[src/rtl/router_route_unit.sv]
// router_route_unit: registered per-channel mesh route computation with the route locked per packet.
// Define ROUTE_YX_EN to add the in_yx port for per-packet YX routing; otherwise routing is always XY.
module router_route_unit #(
    parameter int COLS = 4,
    parameter int ROWS = 2,
    parameter int X_W  = 2,
    parameter int Y_W  = 1,
    parameter int CH   = 5,
    localparam int ADDR_W = X_W + Y_W
) (
    input  logic                clk,
    input  logic                rst,
    input  logic [ADDR_W-1:0]   router_add,
    input  logic [CH-1:0]       in_valid,
    input  logic [CH-1:0]       in_head,
    input  logic [CH-1:0]       in_tail,
    input  logic [CH*ADDR_W-1:0] in_dst,
`ifdef ROUTE_YX_EN
    input  logic [CH-1:0]       in_yx,
`endif
    output logic [CH-1:0]       in_ready,
    output logic [CH-1:0]       out_valid,
    output logic [CH*3-1:0]     out_port,
    output logic [CH-1:0]       out_tail,
    input  logic [CH-1:0]       out_ready,
    output logic [CH-1:0]       err
);

    localparam logic [2:0] P_LOCAL   = 3'd0;
    localparam logic [2:0] P_NORTH   = 3'd1;
    localparam logic [2:0] P_EAST    = 3'd2;
    localparam logic [2:0] P_SOUTH   = 3'd3;
    localparam logic [2:0] P_WEST    = 3'd4;
    localparam logic [2:0] P_INVALID = 3'd7;

    // ROWS may equal 2^Y_W, so the row limit needs one extra bit.
    localparam logic [Y_W:0] ROWS_LIM = (Y_W+1)'(ROWS);

    typedef enum logic {IDLE, LOCKED} state_t;

    if (COLS != (1 << X_W)) begin : g_bad_cols
        $error("router_route_unit: COLS must equal 2**X_W");
    end

    logic [X_W-1:0] own_x;
    logic [Y_W-1:0] own_y;
    logic [CH-1:0]  yx_sel;

    assign own_x = router_add[X_W-1:0];
    assign own_y = router_add[ADDR_W-1:X_W];

`ifdef ROUTE_YX_EN
    assign yx_sel = in_yx;
`else
    assign yx_sel = '0;
`endif

    function automatic logic [2:0] route_port(
        input logic [X_W-1:0] ox,
        input logic [X_W-1:0] dx,
        input logic [Y_W-1:0] oy,
        input logic [Y_W-1:0] dy,
        input logic           yx
    );
        logic [2:0] px;
        logic [2:0] py;
        px = (dx > ox) ? P_EAST  : (dx < ox) ? P_WEST  : P_LOCAL;
        py = (dy > oy) ? P_SOUTH : (dy < oy) ? P_NORTH : P_LOCAL;
        if (yx) begin
            return (py != P_LOCAL) ? py : px;
        end
        return (px != P_LOCAL) ? px : py;
    endfunction

    for (genvar c = 0; c < CH; c++) begin : g_ch
        state_t         state_q, state_d;
        logic [2:0]     lock_port_q, lock_port_d;
        logic [2:0]     head_port, port_d;
        logic           err_d, accept, y_bad;
        logic [X_W-1:0] dst_x;
        logic [Y_W-1:0] dst_y;
        logic           valid_q, tail_q, err_q;
        logic [2:0]     port_q;

        assign dst_x     = in_dst[c*ADDR_W +: X_W];
        assign dst_y     = in_dst[c*ADDR_W + X_W +: Y_W];
        assign y_bad     = ({1'b0, dst_y} >= ROWS_LIM);
        assign head_port = route_port(own_x, dst_x, own_y, dst_y, yx_sel[c]);

        assign in_ready[c] = !rst && (!valid_q || out_ready[c]);
        assign accept      = in_valid[c] && in_ready[c];

        always_ff @(posedge clk) begin
            if (rst) begin
                state_q     <= IDLE;
                lock_port_q <= 3'd0;
            end else begin
                state_q     <= state_d;
                lock_port_q <= lock_port_d;
            end
        end

        // A head always starts a fresh packet, even when it arrives mid-packet.
        always_comb begin
            state_d     = state_q;
            lock_port_d = lock_port_q;
            if (accept) begin
                if (in_head[c]) begin
                    if (y_bad) begin
                        state_d = IDLE;
                    end else begin
                        lock_port_d = head_port;
                        state_d     = in_tail[c] ? IDLE : LOCKED;
                    end
                end else if (state_q == LOCKED && in_tail[c]) begin
                    state_d = IDLE;
                end
            end
        end

        always_comb begin
            port_d = P_INVALID;
            err_d  = 1'b0;
            if (accept) begin
                if (in_head[c]) begin
                    err_d  = (state_q == LOCKED) || y_bad;
                    port_d = y_bad ? P_INVALID : head_port;
                end else if (state_q == LOCKED) begin
                    port_d = lock_port_q;
                end else begin
                    err_d  = 1'b1;
                end
            end
        end

        // Single output register: holds its flit until the downstream takes it.
        always_ff @(posedge clk) begin
            if (rst) begin
                valid_q <= 1'b0;
                port_q  <= 3'd0;
                tail_q  <= 1'b0;
                err_q   <= 1'b0;
            end else begin
                if (accept) begin
                    valid_q <= 1'b1;
                    port_q  <= port_d;
                    tail_q  <= in_tail[c];
                end else if (out_ready[c]) begin
                    valid_q <= 1'b0;
                end
                if (err_d) begin
                    err_q <= 1'b1;
                end
            end
        end

        assign out_valid[c]       = valid_q;
        assign out_port[c*3 +: 3] = port_q;
        assign out_tail[c]        = tail_q;
        assign err[c]             = err_q;
    end

endmodule

[config.mk]
export PLATFORM = sky130hd
export DESIGN_NAME = router_route_unit
export DESIGN_NICKNAME = d
export VERILOG_FILES = /design/src/rtl/router_route_unit.sv
export SDC_FILE = /design/constraint.sdc
export NUM_CORES = 1
export LEC_CHECK = 0
export CAP_MARGIN = 40
export CELL_PAD_IN_SITES_DETAIL_PLACEMENT = 1
export CELL_PAD_IN_SITES_GLOBAL_PLACEMENT = 2
export CORE_ASPECT_RATIO = 0.7
export CORE_MARGIN = 10
export CORE_UTILIZATION = 28
export CTS_BUF_LIST = sky130_fd_sc_hd__clkbuf_8
export CTS_CLUSTER_SIZE = 10
export DETAILED_ROUTE_END_ITERATION = 10
export GPL_TIMING_DRIVEN = 1
export PLACE_DENSITY_LB_ADDON = 0.2
export SYNTH_ARGS = -nofsm -noshare
export SYNTH_HDL_FRONTEND = slang
export SYNTH_SLANG_ARGS = --single-unit
[constraint.sdc]
create_clock -name clk -period 1.7 [get_ports clk]
set_clock_uncertainty 0.05 [all_clocks]
set_input_delay 0.255 -clock clk [delete_from_list [all_inputs] [get_ports clk]]
set_output_delay 0.255 -clock clk [all_outputs]
set_load 0.02 [all_outputs]
# Word level (Yosys, flattened, before mapping)
# Cells that the tools add are included.
dict set report op_classes {
  order_cmp 20
  muxes 75
  n_reduce_logical 51
}
# cell count
set op_table {}
lappend op_table {{$mux 3} 25}
lappend op_table {{$mux 1} 45}
lappend op_table {{$reduce_and 2->1} 10}
lappend op_table {{$reduce_bool 2->1} 10}
lappend op_table {{$logic_and 1x1->1} 15}
lappend op_table {{$reduce_bool 3->1} 5}
lappend op_table {{$gt 2x2->1} 5}
lappend op_table {{$lt 2x2->1} 5}
lappend op_table {{$mux 2} 5}
lappend op_table {{$logic_not 1->1} 6}
lappend op_table {{$gt 1x1->1} 5}
lappend op_table {{$logic_or 1x1->1} 5}
lappend op_table {{$lt 1x1->1} 5}
dict set report word_totals {
  ff_bits 50
  in_bits 40
  out_inout_bits 35
}

# Depth between registers and ports, before layout
# Gate-level depths: netlist of the first run.
dict set report logic_depth {
  depth_word 6
  depth_mapped 6
  mapped_depth_nobuf 6
}

# Worst setup path before layout of the first run
# No wires, ideal clock.
dict set report synth_timing {
  path_kind {reg-to-reg}
  startpoint {register g_ch[3].valid_q}
  endpoint {register g_ch[3].lock_port_q[0]}
  setup_time_ps 66
  t_arrival_ps 1292
  required_time_ps 1584
  setup_slack_ps 292
  path_stages_with_launch 5
  path_buffers 0
  period_less_slack_ps 1408
  path_cell_list {dfxtp_1 nor2b_4 nand4bb_4 or4_4 a21oi_2}
}
dict set report synth_via {
  elab_chain_cells 5
}
# element line_no
set synth_rtl {}
lappend synth_rtl {{start, declared} 82} ;# logic valid_q, tail_q, err_q;
lappend synth_rtl {{start signal, assigned} 139} ;# valid_q <= 1'b0;
lappend synth_rtl {{start signal, assigned} 145} ;# valid_q <= 1'b1;
lappend synth_rtl {{start signal, assigned} 149} ;# valid_q <= 1'b0;
lappend synth_rtl {{$logic_not 1->1} 90} ;# assign in_ready[c] = !rst && (!valid_q || out_ready[c]);
lappend synth_rtl {{$logic_or 1x1->1} 90}
lappend synth_rtl {{$logic_and 1x1->1} 90}
lappend synth_rtl {{$logic_and 1x1->1} 91} ;# assign accept = in_valid[c] && in_ready[c];
lappend synth_rtl {{$reduce_and 2->1 (no source line)} -}
lappend synth_rtl {{end signal, assigned} 99} ;# lock_port_q <= lock_port_d;
lappend synth_rtl {{end, declared} 77} ;# logic [2:0] lock_port_q, lock_port_d;
# No other way between the ends.
# A chain may end at the register's enable or synchronous reset.

# Worst setup path in the final report of the first run
dict set report layout_timing {
  startpoint {input port router_add[2]}
  endpoint {register g_ch[3].lock_port_q[0]}
}
dict set report layout_via {
  elab_chain_cells 4
  word_cells_on_any_way 5
  classes_between {order compare (2); mux (3)}
}
# element line_no
set layout_rtl {}
lappend layout_rtl {{start, declared} 13} ;# input logic [ADDR_W-1:0] router_add,
lappend layout_rtl {{$lt 1x1->1} 68} ;# py = (dy > oy) ? P_SOUTH : (dy < oy) ? P_NORTH : P_LOCAL;
lappend layout_rtl {{$mux 1} 68}
lappend layout_rtl {{$mux 2 (*)} 68}
lappend layout_rtl {{$mux 3 (*)} 72} ;# return (px != P_LOCAL) ? px : py;
# Every way passes the cells marked *; elsewhere a longest branch is shown, timed or not.

==> results by stage, run 1 <==
Outcome:
- The flow ran to the end, and the final reports show no timing, DRC or antenna violations.

CTS:
- The number of CTS-inserted buffers is 5.
- The number of buffers on the longest clock path is 2.
- TritonCTS built the clock tree.
- The clock net in this run drives a total of 50 sinks.
- The cell sitting at the root of the clock tree is a clkbuf_8.
- The clock reaches the later pin of the worst-skew pair after 0.32 ns.
- The deepest level of the CTS H-tree is 2.
- Gates resized during post-CTS repair numbered 6.
- Clock-pin slew was measured on the worst setup and hold paths at 0.09 ns.
- After clock tree synthesis, the setup repair step added 0 buffers.
- The number of hold buffers added after cts is 0.

Finish:
- The area growth from synthesis to layout is 41.1%.
- Leaving out filler cells and counting taps, the final layout contains 493.
- In the layout the commonest cells are clkdlybuf4s50_1 (67), dfxtp_1 (50), buf_4 (32).
- The number of nets in the layout is 424.
- The multi-input combinational cells in the finished layout cover a total of 0.00133 mm2.
- The post-route cell area is 0.00360 mm2.
- The number of antenna diodes in the final layout is 0.
- The final design utilization is 40.1%.
- The most frequent standard cell in the layout excluding fill and tap cells is clkdlybuf4s50_1.
- The number of fill cells is 1090.
- The post-route netlist has 15.4% of its cells at a drive strength greater than 1.
- Summing all flip-flop and latch instances after layout gives 0.00100 mm2.

Drt:
- The violation count after the first detailed-routing iteration is 73.
- Summed over all layers, the routed wires come to 7530 um.
- The detailed-route wire length per cell is 15.3 um.
- The number of vias after detailed routing is 2292.
- Once detail routing completed, the nets flagged for antenna violations numbered 0.
- The detailed-router iteration count before antenna repair is 3.
- The number of vias per cell after detailed routing is 4.65.
- After detailed routing, the number of remaining DRC violations is 0.

Global routing:
- The initial antenna violation count is 0.
- The first-pass GRT wire length is 12200 um.
- The via count of the first global-routing pass is 2376.
- After global routing the overflow that remains totals 0.
- The pin count of the biggest net entering global routing is 16.
- The overall track demand over capacity in global routing is 11.4%.

Power:
- In this run the static leakage power is 0.00139 uW.
- For this design the ratio of total power to cell area is 740 mW/mm2.
- The worst ir drop on vdd is 0.000315 V.

Timing:
- In this run the tightest slew margin relative to its limit is 71.7%.
- The smallest hold slack is 0.284 ns.
- For the pin with the worst max-slew slack, the measured transition is 0.419 ns.
- Setup violations remaining at the end of the flow were counted as 0.
- The count of endpoints failing hold in the final timing report is 0.
- The maximum clock frequency is 621 MHz.
- Setup total negative slack on the finished layout was measured at 0 ns.
- The max-slew violation total from the final report is 0.
- The final worst-path cycle share is 94.7%.
- After layout, the minimum clock period comes to 1.61 ns.

Worst setup path:
- In this run the worst path has a maximum fanout of 5.
- The critical path in this run is classified as in -> reg.
- The endpoint type of the worst setup path is a flop.
- The startpoint of the worst register-to-register path is g_ch[1].valid_q.
- The endpoint identified for the worst register-to-register timing path is g_ch[1].lock_port_q[2].
- For the worst setup path, the data arrival time is 1.82 ns.
- The number of cells on the worst reg-to-reg path is 5.
- The worst setup path is launched from an input port.
- The flop-to-flop setup slack is 0.22 ns.
- For the worst setup path, the data required time is 1.91 ns.

Hold path:
- The number of stages on the worst hold path is 2.
- The end point of the most critical hold path is g_ch[0].valid_q.
- The startpoint of the most critical hold path is rst.
- In this run the worst hold path is classified as in -> reg.

Synth:
- The average instance in the mapped netlist occupies 8.98 um2.
- The combined area of all synthesized cells is 0.00255 mm2.
- Yosys printed 0 warnings.
- In the post-synthesis netlist, the biggest area contributors are dfxtp_1 (39%), ha_1 (7.4%), buf_4 (4.4%).
- The share of synthesized area in the top cell type comes to 39.3%.
- After synthesis, flip-flops and latches occupy 39.3% of the total area.
- The number of nets handed over by synthesis was 339.
- The library cell with the largest summed area after synthesis is dfxtp_1.
- The register bit total from synthesis is 50.
- The number of distinct library cells after synthesis is 34.
- Synthesis handed over a netlist of 284 instances.

Die:
- 75 I/O pins were placed.
- The overall die height is 99.8 um.
- The initial standard-cell utilization of the core is 28.5%.
- The die outline area is 0.0134 mm2.
- In this run the horizontal extent of the chip is 134 um.
- The floorplan core area is 0.00896 mm2.
- The floorplan row count is 29.

Place:
- The total cell area at the placement stage is 0.00351 mm2.
- Detailed placement ended at an HPWL of 5940 um.
- The final weighted congestion in routability-driven placement is 0.732.
- The count of buffers added on input and output ports is 74.
- Including well taps, the total number of placed cells is 486.

Job:
- Max-cap violations in this run came to 0.
==> synthesized netlist by cell type <==
| cell | count |
|---|---|
| o311ai_0 | 9 |
| a221oi_1 | 5 |
| mux2i_1 | 5 |
| nand4bb_1 | 4 |
| nor3b_4 | 1 |
| a31o_2 | 3 |
| o22ai_1 | 4 |
| ha_1 | 15 |
| a21oi_2 | 1 |
| dfxtp_1 | 50 |
| nor2_1 | 27 |
| buf_4 | 15 |
| buf_1 | 2 |
| o31ai_1 | 9 |
| nand2_1 | 17 |
| nand3_1 | 7 |
| clkbuf_1 | 6 |
| inv_1 | 17 |
| nor2b_4 | 1 |
| and2b_2 | 1 |
| o22a_1 | 1 |
| xnor2_1 | 5 |
| a211oi_1 | 6 |
| o21ai_0 | 18 |
| or4_4 | 1 |
| nand4bb_4 | 1 |
| nor4_1 | 3 |
| a211o_1 | 4 |
| a21oi_1 | 13 |
| nor2b_1 | 17 |
| nor3_1 | 7 |
| nor3b_2 | 4 |
| buf_6 | 1 |
| buf_2 | 4 |
==> through the flow <==
stage / power [uW] / setup slack, ns
after CTS: 2720 / 0.0103
after detailed placement: 2030 / -0.382
after global placement: 2020 / -0.293
after global routing: 2850 / -0.0133
final: 2660 / 0.0906
after floorplan: 1690 / 0.292
==> power by group <==
part | total (uW) | internal, uW | switching [uW]
clock | 673 | 273 | 400
sequential | 1290 | 1250 | 40.1
combinational | 698 | 358 | 340
total | 2660 | 1880 | 780
==> cell families after synthesis <==
kind of cell,synth area share [%]
AOI/OAI and AO/OA,19.4
xor gates and xnor gates,1.72
adders and majority gates,7.36
buffers and inverters,9.32
DFF,39.3
muxes,1.96
and+or+nand+nor,21.0
==> worst max-delay path: stages <==
cell and delay (ns):
clkdlybuf4s50_1 0.45, inv_1 0.12, ha_1 0.34, or4_4 0.53, a21oi_2 0.12
==> layout make-up <==
type	instances	share of cell area, %
repair buffers	106	27.0
clock inverters	2	0.209
multi-input cells	189	36.9
clock buffers	5	1.91
flip-flops and latches	50	27.8
well taps	124	4.31
inverters	17	1.77
==> per-layer routing <==
layer | routed length, um | part of all wire (%) | global-route usage, % | up-vias
met1 | 3630 | 48 | 14.1 | 1073
met2 | 3360 | 45 | 17.8 | 43
met5 | 0 | 0 | 0 | -
met3 | 453 | 6.0 | 4.34 | 8
li1 | - | - | - | 1168
met4 | 89 | 1.2 | 3.75 | 0
==> flip-flops by register name (all words and copies together) (netlist names) <==
| name | count |
|---|---|
| g_ch.state_q | 5 |
| g_ch.lock_port_q | 15 |
| g_ch.err_q | 5 |
| g_ch.tail_q | 5 |
| g_ch.port_q | 15 |
| g_ch.valid_q | 5 |
==> how the worst max path moves through the flow <==
stage | start | end | slack (ns) | cells after the start
6_report | router_add[2] | g_ch[3].lock_port_q[0] | 0.09 | 5
4_1_cts | router_add[1] | g_ch[3].port_q[1] | 0.01 | 7
5_1_grt | g_ch[4].valid_q | in_ready[4] | -0.01 | 3
3_3_place_gp | router_add[2] | g_ch[3].port_q[0] | -0.29 | 7
3_5_place_dp | router_add[1] | g_ch[3].port_q[1] | -0.38 | 7
2_1_floorplan | g_ch[3].valid_q | g_ch[3].lock_port_q[0] | 0.29 | 4
Note: power is estimated with default switching activity, not from simulation.
==> run 2, diff against run 1 <==
--- a/config.mk
+++ b/config.mk
@@ -16,6 +16,7 @@
 export DETAILED_ROUTE_END_ITERATION = 10
 export GPL_TIMING_DRIVEN = 1
 export PLACE_DENSITY_LB_ADDON = 0.2
+export SETUP_SLACK_MARGIN = 0.2
 export SYNTH_ARGS = -nofsm -noshare
 export SYNTH_HDL_FRONTEND = slang
 export SYNTH_SLANG_ARGS = --single-unit
==> results by stage, run 2 (same netlist as run 1, synthesis figures left out) <==
Outcome:
- The run finished with clean final reports.

Worst setup path:
- The delay of the slowest critical-path stage is 0.52 ns.
- The critical path goes through nor2b_4 > nand4bb_4 > or4_4 > a21oi_2.
- At the worst endpoint, the arrival time is 1.66 ns.
- STA puts the critical path data required time at 1.91 ns.
- The worst register-to-register path begins at g_ch[3].valid_q.
- On the critical path, the stage with the largest delay is an instance of or4_4.
- The start-to-end type of the worst setup path is reg -> reg.
- Of all nets on the critical path, the largest fanout is 4.
- The start point of the critical path is g_ch[3].valid_q.
- The top cell family by delay on the critical path is simple AND/OR/NAND/NOR gates.
- The count of buffer and inverter cells on the critical path is 0.
- The worst setup path is launched from a flop.
- The endpoint type of the worst setup path is a flop.

CTS:
- The number of hold buffers added after cts is 0.
- After clock tree synthesis, the clock-pin slew on the worst setup and hold paths is 0.09 ns.
- After clock tree synthesis, the setup repair step added 0 buffers.
- Clock tree synthesis selected as its root buffer the cell clkbuf_8.
- CTS built an H-tree with a depth of 2.
- The latest clock arrival within the worst-skew pair is 0.32 ns.
- The number of clock sinks is 50.
- The number of buffers on the longest clock path is 2.
- The clock tree from TritonCTS is built.
- The number of CTS-inserted buffers is 5.

Timing:
- The post-route minimum period is 1.45 ns.
- Setup slack on the critical path of the routed design comes to 0.248 ns.
- The count of endpoints failing hold in the final timing report is 0.
- The maximum clock frequency is 689 MHz.
- Headroom to the max-slew limit came out at 70.7%.
- The final worst-path cycle share is 85.4%.
- Setup violations remaining at the end of the flow were counted as 0.
- Setup repair after global routing could not meet its margin everywhere.
- The max-slew violation total from the final report is 0.
- The actual slew at the worst max-slew pin is 0.434 ns.

Drt:
- Once detail routing completed, the nets flagged for antenna violations numbered 0.
- The detailed router placed 2319 vias in this run.
- The wire length after detailed routing is 7700 um.
- The number of vias per cell after detailed routing is 4.70.
- The violation count after the first detailed-routing iteration is 57.
- The post-detailed-route DRC marker count is 0.
- The detailed-route wire length per cell is 15.6 um.
- Before antenna repair, the detailed router went through 4 iterations.

Global routing:
- The remaining global-route overflow is 0.
- The via count of the first global-routing pass is 2385.
- The initial antenna violation count is 0.
- The first global-routing pass estimated 12300 um of wire.
- Global routing consumed, over all layers together, 11.4% of the routing resources.
- Entering global routing, the biggest net connects 16 pins.

Hold path:
- The startpoint of the most critical hold path is out_ready[3].
- In this run the worst hold path is classified as in -> reg.

Power:
- The worst ir drop on vdd is 0.000312 V.
- The cell area power density is 722 mW/mm2.
- For this design the static power due to leakage is 0.00155 uW.

Die:
- In this run the standard cell core region covers 0.00896 mm2.
- The die covers 0.0134 mm2.
- The initial standard-cell utilization of the core is 28.5%.
- The floorplan row count is 29.
- In this run the count of I/O pins placed on the die edge is 75.
- The die is 99.8 um tall.
- The floorplan die width is 134 um.

Finish:
- Leaving out fill and tap cells, the most frequent cell in the layout is dfxtp_1.
- The proportion of layout cells with a drive suffix above 1 is 23.3%.
- In the layout the commonest cells are dfxtp_1 (50), clkdlybuf4s50_1 (32), dlygate4sd2_1 (32).
- The number of fill cells is 1065.
- The area growth from synthesis to layout is 45.6%.
- The largest registers in the layout are g_ch.lock_port_q x15, g_ch.port_q x15.
- The number of nets in the layout is 424.
- The area taken by multi-input logic gates is 0.00149 mm2.
- The total inserted antenna cells is 0.
- The final design utilization is 41.4%.
- Across the whole layout, storage elements account for 0.00100 mm2.

Job:
- Max-cap violations in this run came to 0.

Place:
- The final weighted congestion in routability-driven placement is 0.732.
- The half-perimeter wire length after placement is 5940 um.
- The post-placement setup slack is -0.382 ns.
- In this run the tool buffered the top-level ports with 74 buffer cells.
-- run 2: path summary, 6_finish.rpt --
kind         slack (ns)                      to  cells after the start
max                0.25  g_ch[3].lock_port_q[0]                      4
min                0.25         g_ch[3].valid_q                      4
max reg2reg        0.25  g_ch[3].lock_port_q[0]                      4
min reg2reg        0.40       g_ch[0].port_q[2]                      2
-- run 2: stage by stage --
stage | power, uW | setup TNS, ns | instance area, um2 | instances | hold slack [ns]
2_1_floorplan | 1690 | 0 | 2550 | 284 | 0.317
3_3_place_gp | 2020 | -5.12 | 3510 | 486 | 0.394
3_5_place_dp | 2030 | -5.81 | 3510 | 486 | 0.400
4_1_cts | 2700 | 0 | 3620 | 493 | 0.274
5_1_grt | 2860 | 0 | 3710 | 493 | 0.245
6_report | 2680 | 0 | 3710 | 493 | 0.249
-- run 2: power breakdown --
group / internal [uW] / switching (uW)
sequential: 1250 / 37.8
clock: 273 / 409
combinational: 346 / 366
-- run 2: final cells by class --
type | count | share of cell area, %
Timing Repair Buffer | 106 | 24.9
Inverter | 17 | 1.85
Clock inverter | 2 | 0.202
Multi-Input combinational cell | 189 | 40.0
Sequential cell | 50 | 27.0
Clock buffer | 5 | 1.85
Tap cell | 124 | 4.18
-- run 2: worst register-to-register path: stages, from the launching register on --
cell,delay (ns)
dfxtp_1,0.32
nor2b_4,0.13
nand4bb_4,0.23
or4_4,0.52
a21oi_2,0.13
-- run 2: routing by layer --
layer | track usage (%) | wire length, um
met5 | 0 | 0
met4 | 3.75 | 91
met3 | 4.34 | 468
met2 | 17.9 | 3470
met1 | 14.1 | 3680
-- run 2: timing repair --
item / CTS / global route
resized for setup: 63 / 36
pin swaps: 2 / 6
endpoints found under the setup margin: 55 / 19
